## config.mk

```make
export PLATFORM = sky130hd
export DESIGN_NAME = tlb_xlate_pipe
export DESIGN_NICKNAME = d
export VERILOG_FILES = /design/src/rtl/tlb_xlate_pipe.sv
export SDC_FILE = /design/constraint.sdc
export NUM_CORES = 1
export LEC_CHECK = 0
export BUFFER_PORTS_ARGS = -buffer_cell sky130_fd_sc_hd__clkbuf_2
export CAP_MARGIN = 10
export CORE_AREA = 3 3 125 127
export CTS_BUF_LIST = sky130_fd_sc_hd__clkbuf_8
export DETAILED_ROUTE_END_ITERATION = 16
export DIE_AREA = 0 0 128 130
export PLACE_DENSITY = 0.86
export RECOVER_POWER = 100
export SLEW_MARGIN = 20
export SYNTH_ARGS = -nofsm -noshare
export SYNTH_HDL_FRONTEND = slang
export SYNTH_SLANG_ARGS = --single-unit
export TNS_END_PERCENT = 20
```

## constraint.sdc

```tcl
create_clock -name clk -period 2.4 [get_ports clk]
set_clock_uncertainty 0.15 [all_clocks]
set_input_delay 0.12 -clock clk [delete_from_list [all_inputs] [get_ports clk]]
set_output_delay 0.12 -clock clk [all_outputs]
set_load 0.05 [all_outputs]
```

## src/rtl/tlb_xlate_pipe.sv

```systemverilog
// Registered N-port TLB output stage: selects the physical address/MAT from DIRECT, DMW or TLB
// translation, raises the translation exception, and presents one valid/ready stage per port.
module tlb_xlate_pipe #(
    parameter int NPORT = 2,
    parameter int PALEN = 32,
    parameter int CNTW  = 16
) (
    input  logic                        clk,
    input  logic                        rstn,
    input  logic                        flush,
    input  logic [1:0]                  ad_mode,
    input  logic [1:0]                  cur_plv,
    input  logic [NPORT-1:0]            in_valid,
    output logic [NPORT-1:0]            in_ready,
    input  logic [NPORT*32-1:0]         in_vaddr,
    input  logic [NPORT*2-1:0]          in_acc,
    input  logic [NPORT-1:0]            in_dmw_hit,
    input  logic [NPORT*PALEN-1:0]      in_dmw_paddr,
    input  logic [NPORT*2-1:0]          in_dmw_mat,
    input  logic [NPORT-1:0]            in_tlb_found,
    input  logic [NPORT*(PALEN-12)-1:0] in_tlb_pfn,
    input  logic [NPORT*6-1:0]          in_tlb_ps,
    input  logic [NPORT*2-1:0]          in_tlb_mat,
    input  logic [NPORT-1:0]            in_tlb_v,
    input  logic [NPORT-1:0]            in_tlb_d,
    input  logic [NPORT*2-1:0]          in_tlb_plv,
    output logic [NPORT-1:0]            out_valid,
    input  logic [NPORT-1:0]            out_ready,
    output logic [NPORT*PALEN-1:0]      out_paddr,
    output logic [NPORT*2-1:0]          out_mat,
    output logic [NPORT*3-1:0]          out_exc,
    output logic [NPORT*CNTW-1:0]       miss_cnt
);

    localparam int PFNW = PALEN - 12;

    localparam logic [2:0] EXC_NONE = 3'd0;
    localparam logic [2:0] EXC_TLBR = 3'd1;
    localparam logic [2:0] EXC_PIF  = 3'd2;
    localparam logic [2:0] EXC_PIL  = 3'd3;
    localparam logic [2:0] EXC_PIS  = 3'd4;
    localparam logic [2:0] EXC_PPI  = 3'd5;
    localparam logic [2:0] EXC_PME  = 3'd6;
    localparam logic [2:0] EXC_ADE  = 3'd7;

    localparam logic [1:0] MODE_DIRECT = 2'b01;
    localparam logic [1:0] MODE_MAP    = 2'b10;
    localparam logic [1:0] ACC_FETCH   = 2'd0;
    localparam logic [1:0] ACC_STORE   = 2'd2;

    function automatic logic [CNTW-1:0] sat_inc(input logic [CNTW-1:0] cnt);
        return (&cnt) ? cnt : cnt + CNTW'(1);
    endfunction

    // Result packs {exc, mat, paddr}; any exception forces paddr and mat to zero.
    function automatic logic [PALEN+4:0] translate(
        input logic [1:0]       mode,
        input logic [1:0]       plv_cur,
        input logic [31:0]      va,
        input logic [1:0]       acc,
        input logic             dmw_hit,
        input logic [PALEN-1:0] dmw_pa,
        input logic [1:0]       dmw_mat,
        input logic             found,
        input logic [PFNW-1:0]  pfn,
        input logic [5:0]       ps,
        input logic [1:0]       tlb_mat,
        input logic             v,
        input logic             d,
        input logic [1:0]       tlb_plv
    );
        logic [PALEN-1:0] pa;
        logic [1:0]       mt;
        logic [2:0]       exc;
        pa  = '0;
        mt  = '0;
        exc = EXC_NONE;
        if (mode == MODE_DIRECT) begin
            pa = va[PALEN-1:0];
        end else if (mode != MODE_MAP) begin
            exc = EXC_ADE;
        end else if (dmw_hit) begin
            pa = dmw_pa;
            mt = dmw_mat;
        end else if (!found || (ps != 6'd12 && ps != 6'd22)) begin
            exc = EXC_TLBR;
        end else if (!v) begin
            exc = (acc == ACC_FETCH) ? EXC_PIF : (acc == ACC_STORE) ? EXC_PIS : EXC_PIL;
        end else if (plv_cur > tlb_plv) begin
            exc = EXC_PPI;
        end else if (acc == ACC_STORE && !d) begin
            exc = EXC_PME;
        end else begin
            mt = tlb_mat;
            pa = (ps == 6'd12) ? {pfn, va[11:0]} : {pfn[PFNW-1:10], va[21:0]};
        end
        return {exc, mt, pa};
    endfunction

    for (genvar p = 0; p < NPORT; p++) begin : g_port
        logic [PALEN+4:0] xlate_p0;
        logic             fire_p0;
        logic             vld_p1;
        logic [PALEN-1:0] paddr_p1;
        logic [1:0]       mat_p1;
        logic [2:0]       exc_p1;
        logic [CNTW-1:0]  miss_p1;

        assign xlate_p0 = translate(ad_mode, cur_plv, in_vaddr[p*32 +: 32], in_acc[p*2 +: 2],
                                    in_dmw_hit[p], in_dmw_paddr[p*PALEN +: PALEN],
                                    in_dmw_mat[p*2 +: 2], in_tlb_found[p],
                                    in_tlb_pfn[p*PFNW +: PFNW], in_tlb_ps[p*6 +: 6],
                                    in_tlb_mat[p*2 +: 2], in_tlb_v[p], in_tlb_d[p],
                                    in_tlb_plv[p*2 +: 2]);

        assign in_ready[p] = !vld_p1 || out_ready[p];
        assign fire_p0     = in_valid[p] && in_ready[p] && !flush;

        // p0 -> p1: result register; data only moves on a non-flushed accept
        always_ff @(posedge clk or negedge rstn) begin
            if (!rstn) begin
                vld_p1   <= 1'b0;
                paddr_p1 <= '0;
                mat_p1   <= '0;
                exc_p1   <= '0;
                miss_p1  <= '0;
            end else begin
                if (flush)
                    vld_p1 <= 1'b0;
                else if (fire_p0)
                    vld_p1 <= 1'b1;
                else if (out_ready[p])
                    vld_p1 <= 1'b0;
                if (fire_p0) begin
                    {exc_p1, mat_p1, paddr_p1} <= xlate_p0;
                    if (xlate_p0[PALEN+4 -: 3] == EXC_TLBR)
                        miss_p1 <= sat_inc(miss_p1);
                end
            end
        end

        assign out_valid[p]              = vld_p1;
        assign out_paddr[p*PALEN +: PALEN] = paddr_p1;
        assign out_mat[p*2 +: 2]         = mat_p1;
        assign out_exc[p*3 +: 3]         = exc_p1;
        assign miss_cnt[p*CNTW +: CNTW]  = miss_p1;
    end

endmodule

```

==> metrics.md, run 1 <==
| Metric | Value |
|---|---|
| CTS Buffer Depth | `2` |
| Worst-margin pin slew | `approximately 1.3 ns` |
| Post-synth EDFFs | `0` |
| Commonest non-fill, non-tap cells in the layout | `clkbuf_2 (307), dlygate4sd3_1 (154), dfrtp_1 (103)` |
| Initial antenna violation count | `0` |
| Worst setup EP type | `flip-flop` |
| Row cnt | `44` |
| FF+latch area | `2709 sq um` |
| CTS root buf | `clkbuf_8` |
| Slew Limit Headroom | `16.37%` |
| Count of nets after finishing | `roughly 1300` |
| Residual DRC | `0` |
| Max Fclk | `approximately 0.42 GHz` |
| Most common cell after layout, fill and taps aside | `clkbuf_2` |
| Cell Area, Synth | `slightly below 6000 sq um` |
| Clk pin slew, worst setup/hold paths | `about 0.13 ns` |
| Iteration-0 DRC Markers | `roughly 450` |
| Status | `complete, no violations` |
| Final worst-path cycle share | `between 90 and 100%` |
| Routability congestion estimate | `between 0.8 and 0.9` |
| Core Area | `between 10000 and 15000 sq um` |
| Total internal power | `3.252 mW` |
| Min Tclk post-route | `about 2.4 ns` |
| Overall Power | `between 5 and 6 mW` |
| Overall die height | `about 130 microns` |
| Synth async-reset ratio | `100.0%` |
| Post-layout util | `around 66%` |
| Comb pwr share | `around 40%` |
| Net count after synthesis | `between 700 and 800` |
| Share of layout cells above drive strength 1 | `roughly 37%` |
| CTS buffer count | `9` |
| Crit-path max FO | `14` |
| Part of the power in registers | `40.7%` |
| Routed vias/inst | `between 5 and 6` |
| Grt ovf | `0` |
| CP arrival | `between 2 and 3 ns` |
| Crit path launch | `in_tlb_ps[7]` |
| Die Wd | `128 microns` |
| Vias in the first global route | `7220` |
| HP Class | `in2reg` |
| Req. time, crit path | `~2.6 ns` |
| Min-delay src | `in_tlb_pfn[34]` |
| Wirelength per Cell | `around 20 microns` |
| Switching Fraction | `40.54%` |
| Avg Inst Size Synth | `10.00 sq um` |
| Post-Synthesis Cells | `576` |
| Starting Density | `roughly two fifths` |
| Warnings from Yosys | `0` |
| Crit path launch type | `input port` |
| Cells along the critical path | `clkbuf_2 -> or3b_1 -> buf_4 -> a211o_2 -> and3b_2 -> buf_12 -> a21o_1 -> buf_12 -> a221oi_2 -> nor2_1 -> dlygate4sd3_1` |
| Area Growth Syn to Fin | `67.64%` |
| Final count of hold timing violations | `0` |
| CP dominant cell by count | `buf_12` |
| Crit path max-delay cell type | `dlygate4sd3_1` |
| Netlist cell types | `54` |
| Largest net degree at the start of global routing | `56` |
| Max Cap Viol | `0` |
| Endpoints failing setup | `0` |
| Vias | `7191` |
| Static leakage | `between 5 and 6 nW` |
| Filler Cell Count | `about 1000` |
| Synth Flop Type | `dfrtp_1` |
| FF+latch count, synth | `108` |
| HPWL Detailed | `roughly 16000 microns` |
| Worst VDD drop | `0.0003679 V` |
| CTS tree | `done` |
| CTS sink cnt | `approximately 110` |
| Die area | `about 17000 sq um` |
| Pwr dens | `about 570 nW/um^2` |
| GRT Total Usage | `between 20% and 30%` |
| Final ANT Viol Nets | `0` |
| FF-to-FF Start | `g_port[0].vld_p1$_DFFE_PN0P_` |
| Setup_tns | `0 ns` |
| I/O pin count | `approximately 330` |
| Clock insertion delay at the later pin of the skew report | `between 0.3 and 0.4 ns` |
| Switching pwr | `roughly 2.2 mW` |
| First-pass GRT wire length | `~37000 microns` |
| Clk pwr share | `20.2%` |
| Multi-input gate area | `roughly 2900 sq um` |
| I/O Buffers | `between 300 and 400` |
| Critical path's largest stage delay | `around 0.55 ns` |
| Post-synthesis sequential area ratio | `46.91%` |
| Critical path class | `in2reg` |
| Max-slew violation count | `0` |
| TritonRoute pass-1 iters | `5` |
| H-Tree Depth | `3` |
| WL final | `roughly 26000 microns` |
critical path, delay by kind of cell:
family / cells / cell delay, ns
buffers and inverters: 5 / 1.08
and+or+nand+nor: 3 / 0.77
AOI/OAI and AO/OA: 3 / 0.57
sequential cells by signal, indices dropped and copies added, names as in the netlist:
name             count
g_port.miss_p1      32
g_port.mat_p1        4
g_port.vld_p1        2
g_port.paddr_p1     64
g_port.exc_p1        6
stage by stage:
step | cells | instance area [sq um] | hold slack, ns | setup slack [ns]
global placement | 1072 | 7759 | -0.1248 | -0.004735
floorplan | 576 | 5769 | -0.3256 | -0.03556
finish | 1261 | 9659 | 0.01309 | 0.03811
global route | 1253 | 9639 | 0.01648 | -0.01924
detailed placement | 1072 | 7759 | -0.1194 | -0.04879
CTS | 1244 | 9505 | 0.00003580 | 0.01491
cell type report:
| class | count | area share, % |
|---|---|---|
| multi-input cells | 414 | 29.74 |
| diodes | 8 | 0.2073 |
| inverters | 10 | 0.3886 |
| flip-flops and latches | 108 | 28.04 |
| clock inverters | 7 | 0.6347 |
| well taps | 184 | 2.383 |
| repair buffers | 521 | 37.32 |
| clock buffers | 9 | 1.282 |
per-layer routing:
layer	share of wire [%]	track usage, %	wire [microns]
met1	36	31.74	9248
met2	49	49.51	12660
met3	9.5	7.450	2452
met4	5.2	16.29	1341
met5	0	0	0
cells by family (layout without fill, tap and decap cells):
kind of cell             Yosys count  in the layout  share of synthesized area, %
flip-flops                       108            108                         46.91
AND/OR/NAND/NOR                  203            203                         17.37
AO/OA/AOI/OAI                    153            153                         21.02
XOR/XNOR                          30             30                         4.560
multiplexers                      22             22                         4.734
other                              0              8                             0
buffers and inverters             54            547                         4.104
adder cells (fa/ha/maj)            6              6                         1.303
final timing paths:
| check | to | slack (ns) | cells after the start |
|---|---|---|---|
| setup / recovery | g_port[1].paddr_p1[6]$_DFFE_PN0P_ | 0.04 | 11 |
| setup reg to reg | g_port[0].paddr_p1[14]$_DFFE_PN0P_ | 0.11 | 8 |
| max in group asynchronous | g_port[1].paddr_p1[10]$_DFFE_PN0P_ | 0.63 | 3 |
| min in group asynchronous | g_port[1].miss_p1[7]$_DFFE_PN0P_ | 0.38 | 2 |
| hold reg to reg | g_port[1].miss_p1[12]$_DFFE_PN0P_ | 0.35 | 1 |
| hold / removal | g_port[1].paddr_p1[26]$_DFFE_PN0P_ | 0.01 | 4 |
synthesized netlist by cell type, drive strengths merged (2+ instances only):
cell	number	area, sq um
a221o	10	100.1
a21oi	14	70.07
a211o	5	45.04
nand2b	3	18.77
ha	6	75.07
nand4bb	2	22.52
mux2	12	172.7
mux2i	10	100.1
nand4	16	100.1
nor3b	6	45.04
nand3	10	50.05
or4b	2	20.02
nor2	98	370.4
nor3	6	30.03
inv	10	37.54
clkbuf	35	131.4
nor2b	6	37.54
and3	21	131.4
or3b	2	17.52
nand2	20	75.07
a21o	13	97.59
dfrtp	108	2703
buf	9	67.55
a22o	36	315.3
a22oi	4	30.03
a221oi	42	367.9
xnor2	21	183.9
o21ai	19	95.09
xor2	9	78.83
nand3b	5	37.54
power groups by stage:
stage               Combinational, mW  Clock, mW  Sequential (mW)
detailed placement               1.86          0             2.24
finish                           2.14       1.11             2.22
CTS                              2.08       1.11             2.21
global placement                 1.82          0             2.23
floorplan                       0.441          0             3.00
global route                     2.26       1.20             2.25
what timing repair did:
| action | in CTS | in global routing |
|---|---|---|
| hold buffers | 156 | 1 |
| gates resized for setup | 0 | 15 |
| endpoints found under the setup margin | 0 | 15 |
| hold endpoints to repair | 179 | 1 |
| buffers inserted | 0 | 7 |
(Power assumes the default switching activity.)
==> run 2, diff against run 1 <==
- RECOVER_POWER: 100 -> not set
==> run 2 against run 1 <==
Hold slack worse by 0.00099 ns. Non-clock buffer count unchanged. Clock power about the same. Sequential cell count unchanged. First-iteration DRC count up 4.9%. Cell area up 0.25%.
==> metrics.md, run 2 (same netlist as run 1, synthesis figures left out) <==
| Metric | Value |
|---|---|
| Final count of hold timing violations | `0 (unchanged)` |
| Crit-path max FO | `14 (unchanged)` |
| Routed vias/inst | `5.718 (+0.28%)` |
| Slew Limit Headroom | `63.47% (+47 points)` |
| Pwr dens | `565.8 nW/um^2 (about the same)` |
| Initial antenna violation count | `0 (unchanged)` |
| Vias | `7211 (+0.28%)` |
| Core Area | `14530 sq um (unchanged)` |
| Max reg flops | `64 (unchanged)` |
| Crit path launch type | `input port` |
| Count of nets after finishing | `1285 (unchanged)` |
| Endpoints failing setup | `0 (unchanged)` |
| Req. time, crit path | `2.59 ns (about the same)` |
| Max-slew violation count | `0 (unchanged)` |
| Die Wd | `128 microns (unchanged)` |
| CP dominant cell by count | `buf_12` |
| Cells along the critical path | `clkbuf_2 -> or3b_1 -> buf_4 -> a211o_2 -> and3b_2 -> buf_12 -> a21o_1 -> buf_12 -> a221oi_2 -> nor2_1 -> dlygate4sd3_1` |
| Grt ovf | `0 (unchanged)` |
| CTS Buffer Depth | `2 (unchanged)` |
| TritonRoute pass-1 iters | `5 (unchanged)` |
| Iteration-0 DRC Markers | `471 (+4.9%)` |
| HP Class | `in2reg` |
| Largest registers | `g_port.paddr_p1: 64 flops, g_port.miss_p1: 32 flops, g_port.exc_p1: 6 flops` |
| Final ANT Viol Nets | `0 (unchanged)` |
| Area Growth Syn to Fin | `68.06%` |
| Crit path max-delay cell type | `dlygate4sd3_1` |
| Starting Density | `39.64% (unchanged)` |
| H-Tree Depth | `3 (unchanged)` |
| Row cnt | `44 (unchanged)` |
| CTS tree | `done` |
| Most common cell after layout, fill and taps aside | `clkbuf_2` |
| Worst-margin pin slew | `0.5479 ns (-0.7065 ns)` |
| Overall die height | `130 microns (unchanged)` |
| Static leakage | `5.067 nW (+1.1%)` |
| Routability congestion estimate | `0.8724 (unchanged)` |
| CP arrival | `2.55 ns (about the same)` |
| Max Cap Viol | `0 (unchanged)` |
| Critical path's largest stage delay | `0.54 ns (about the same)` |
| Wirelength per Cell | `20.42 microns (+0.19%)` |
| Vias in the first global route | `7220 (unchanged)` |
| WL final | `25750 microns (+0.19%)` |
| Max Fclk | `0.4228 GHz (-0.14%)` |
| Largest net degree at the start of global routing | `56 (unchanged)` |
| Critical path class | `in2reg` |
| HPWL Detailed | `15940 microns (unchanged)` |
| Residual DRC | `0 (unchanged)` |
| DP Cell Count | `1072 (unchanged)` |
| Biggest register | `g_port.paddr_p1` |
| Status | `complete, no violations` |
| Filler Cell Count | `1022 (-1.2%)` |
| CTS buffer count | `9 (unchanged)` |
| Cell family with most CP delay | `buffers and inverters` |
| Min Tclk post-route | `2.365 ns (+0.003400 ns)` |
| Non-Filler Instances | `1261 (unchanged)` |
| Clk pin slew, worst setup/hold paths | `0.12 ns (about the same)` |
| Clock insertion delay at the later pin of the skew report | `0.37 ns (about the same)` |
| GRT Total Usage | `28.50% (unchanged)` |
| Post-layout util | `66.62% (+0.16 points)` |
| Worst setup EP type | `flip-flop` |
| Commonest non-fill, non-tap cells in the layout | `clkbuf_2 (323), dlygate4sd3_1 (154), dfrtp_1 (103)` |
| Die area | `16640 sq um (unchanged)` |
| CP bufs+invs | `5 (unchanged)` |
| Final worst-path cycle share | `98.55% (+0.14 points)` |
| I/O pin count | `325 (unchanged)` |
| Share of layout cells above drive strength 1 | `38.35% (+1.6 points)` |
| Worst VDD drop | `0.0003679 V (about the same)` |
| I/O Buffers | `324 (unchanged)` |
| First-pass GRT wire length | `37140 microns (unchanged)` |
| CTS root buf | `clkbuf_8` |
| CTS sink cnt | `108 (unchanged)` |
-- run 2: cell types whose count changed in the layout (fill, tap and decap cells not counted), sizes merged --
cell / change
buf: +1
clkbuf: -1
-- run 2: layout make-up --
cell class / instances / area, sq um / share of cell area [%]
Antenna cell: 8 / 20.02 / 0.2067
Clock buffer: 9 / 123.9 / 1.279
Clock inverter: 7 / 61.31 / 0.6332
Inverter: 10 / 37.54 / 0.3876
Multi-Input combinational cell: 414 / 2873 / 29.67
Sequential cell: 108 / 2709 / 27.98
Tap cell: 184 / 230.2 / 2.378
Timing Repair Buffer: 521 / 3628 / 37.47
-- run 2: worst min-delay path, cell delays in order --
cell	delay (ns)
clkbuf_2	0.08
a22o_1	0.13
a221oi_1	0.07
nor2_1	0.10
-- run 2: metal layers --
layer  wire, microns  track usage, %  vias up
li1                -               -     3124
met1            9156           31.74     3420
met2           12660           49.51      530
met3            2548           7.450      137
met4            1377           16.29        0
met5               0               0        -
-- run 2: timing repair --
action                                  CTS  global route
gates resized for setup                   0            15
hold endpoints to repair                179             1
hold buffers                            156             1
setup buffers                             0             7
endpoints found under the setup margin    0            15
-- run 2: final timing paths --
kind / from / to / slack [ns] / cells after the start
min in group asynchronous: rstn / g_port[1].miss_p1[7]$_DFFE_PN0P_ / 0.02 / 2
min: in_dmw_paddr[50] / g_port[1].paddr_p1[18]$_DFFE_PN0P_ / 0.01 / 4
max: in_tlb_ps[7] / g_port[1].paddr_p1[6]$_DFFE_PN0P_ / 0.03 / 11
max in group asynchronous: rstn / g_port[1].paddr_p1[10]$_DFFE_PN0P_ / 1.34 / 3
max reg2reg: g_port[0].vld_p1$_DFFE_PN0P_ / g_port[0].paddr_p1[14]$_DFFE_PN0P_ / 0.09 / 8
min reg2reg: g_port[1].miss_p1[12]$_DFFE_PN0P_ / g_port[1].miss_p1[12]$_DFFE_PN0P_ / 0.35 / 1
-- run 2: where the power goes --
part / switching [mW] / leakage [nW] / internal (mW)
registers: 0.179 / 1.36 / 2.05
logic: 1.41 / 3.60 / 0.744
clock network: 0.632 / 0.0991 / 0.471
-- run 2: metrics by stage --
stage          setup WS, ns  hold slack, ns  power, mW  instance area (sq um)   TNS (ns)
6_report            0.03471         0.01210      5.478                   9683          0
2_1_floorplan      -0.03556         -0.3256      3.445                   5769   -0.03556
4_1_cts             0.01491      0.00003580      5.398                   9505          0
3_3_place_gp      -0.004735         -0.1248      4.058                   7759  -0.006577
3_5_place_dp       -0.04879         -0.1194      4.099                   7759    -0.2535
5_1_grt            -0.01924         0.01648      5.710                   9663   -0.02349
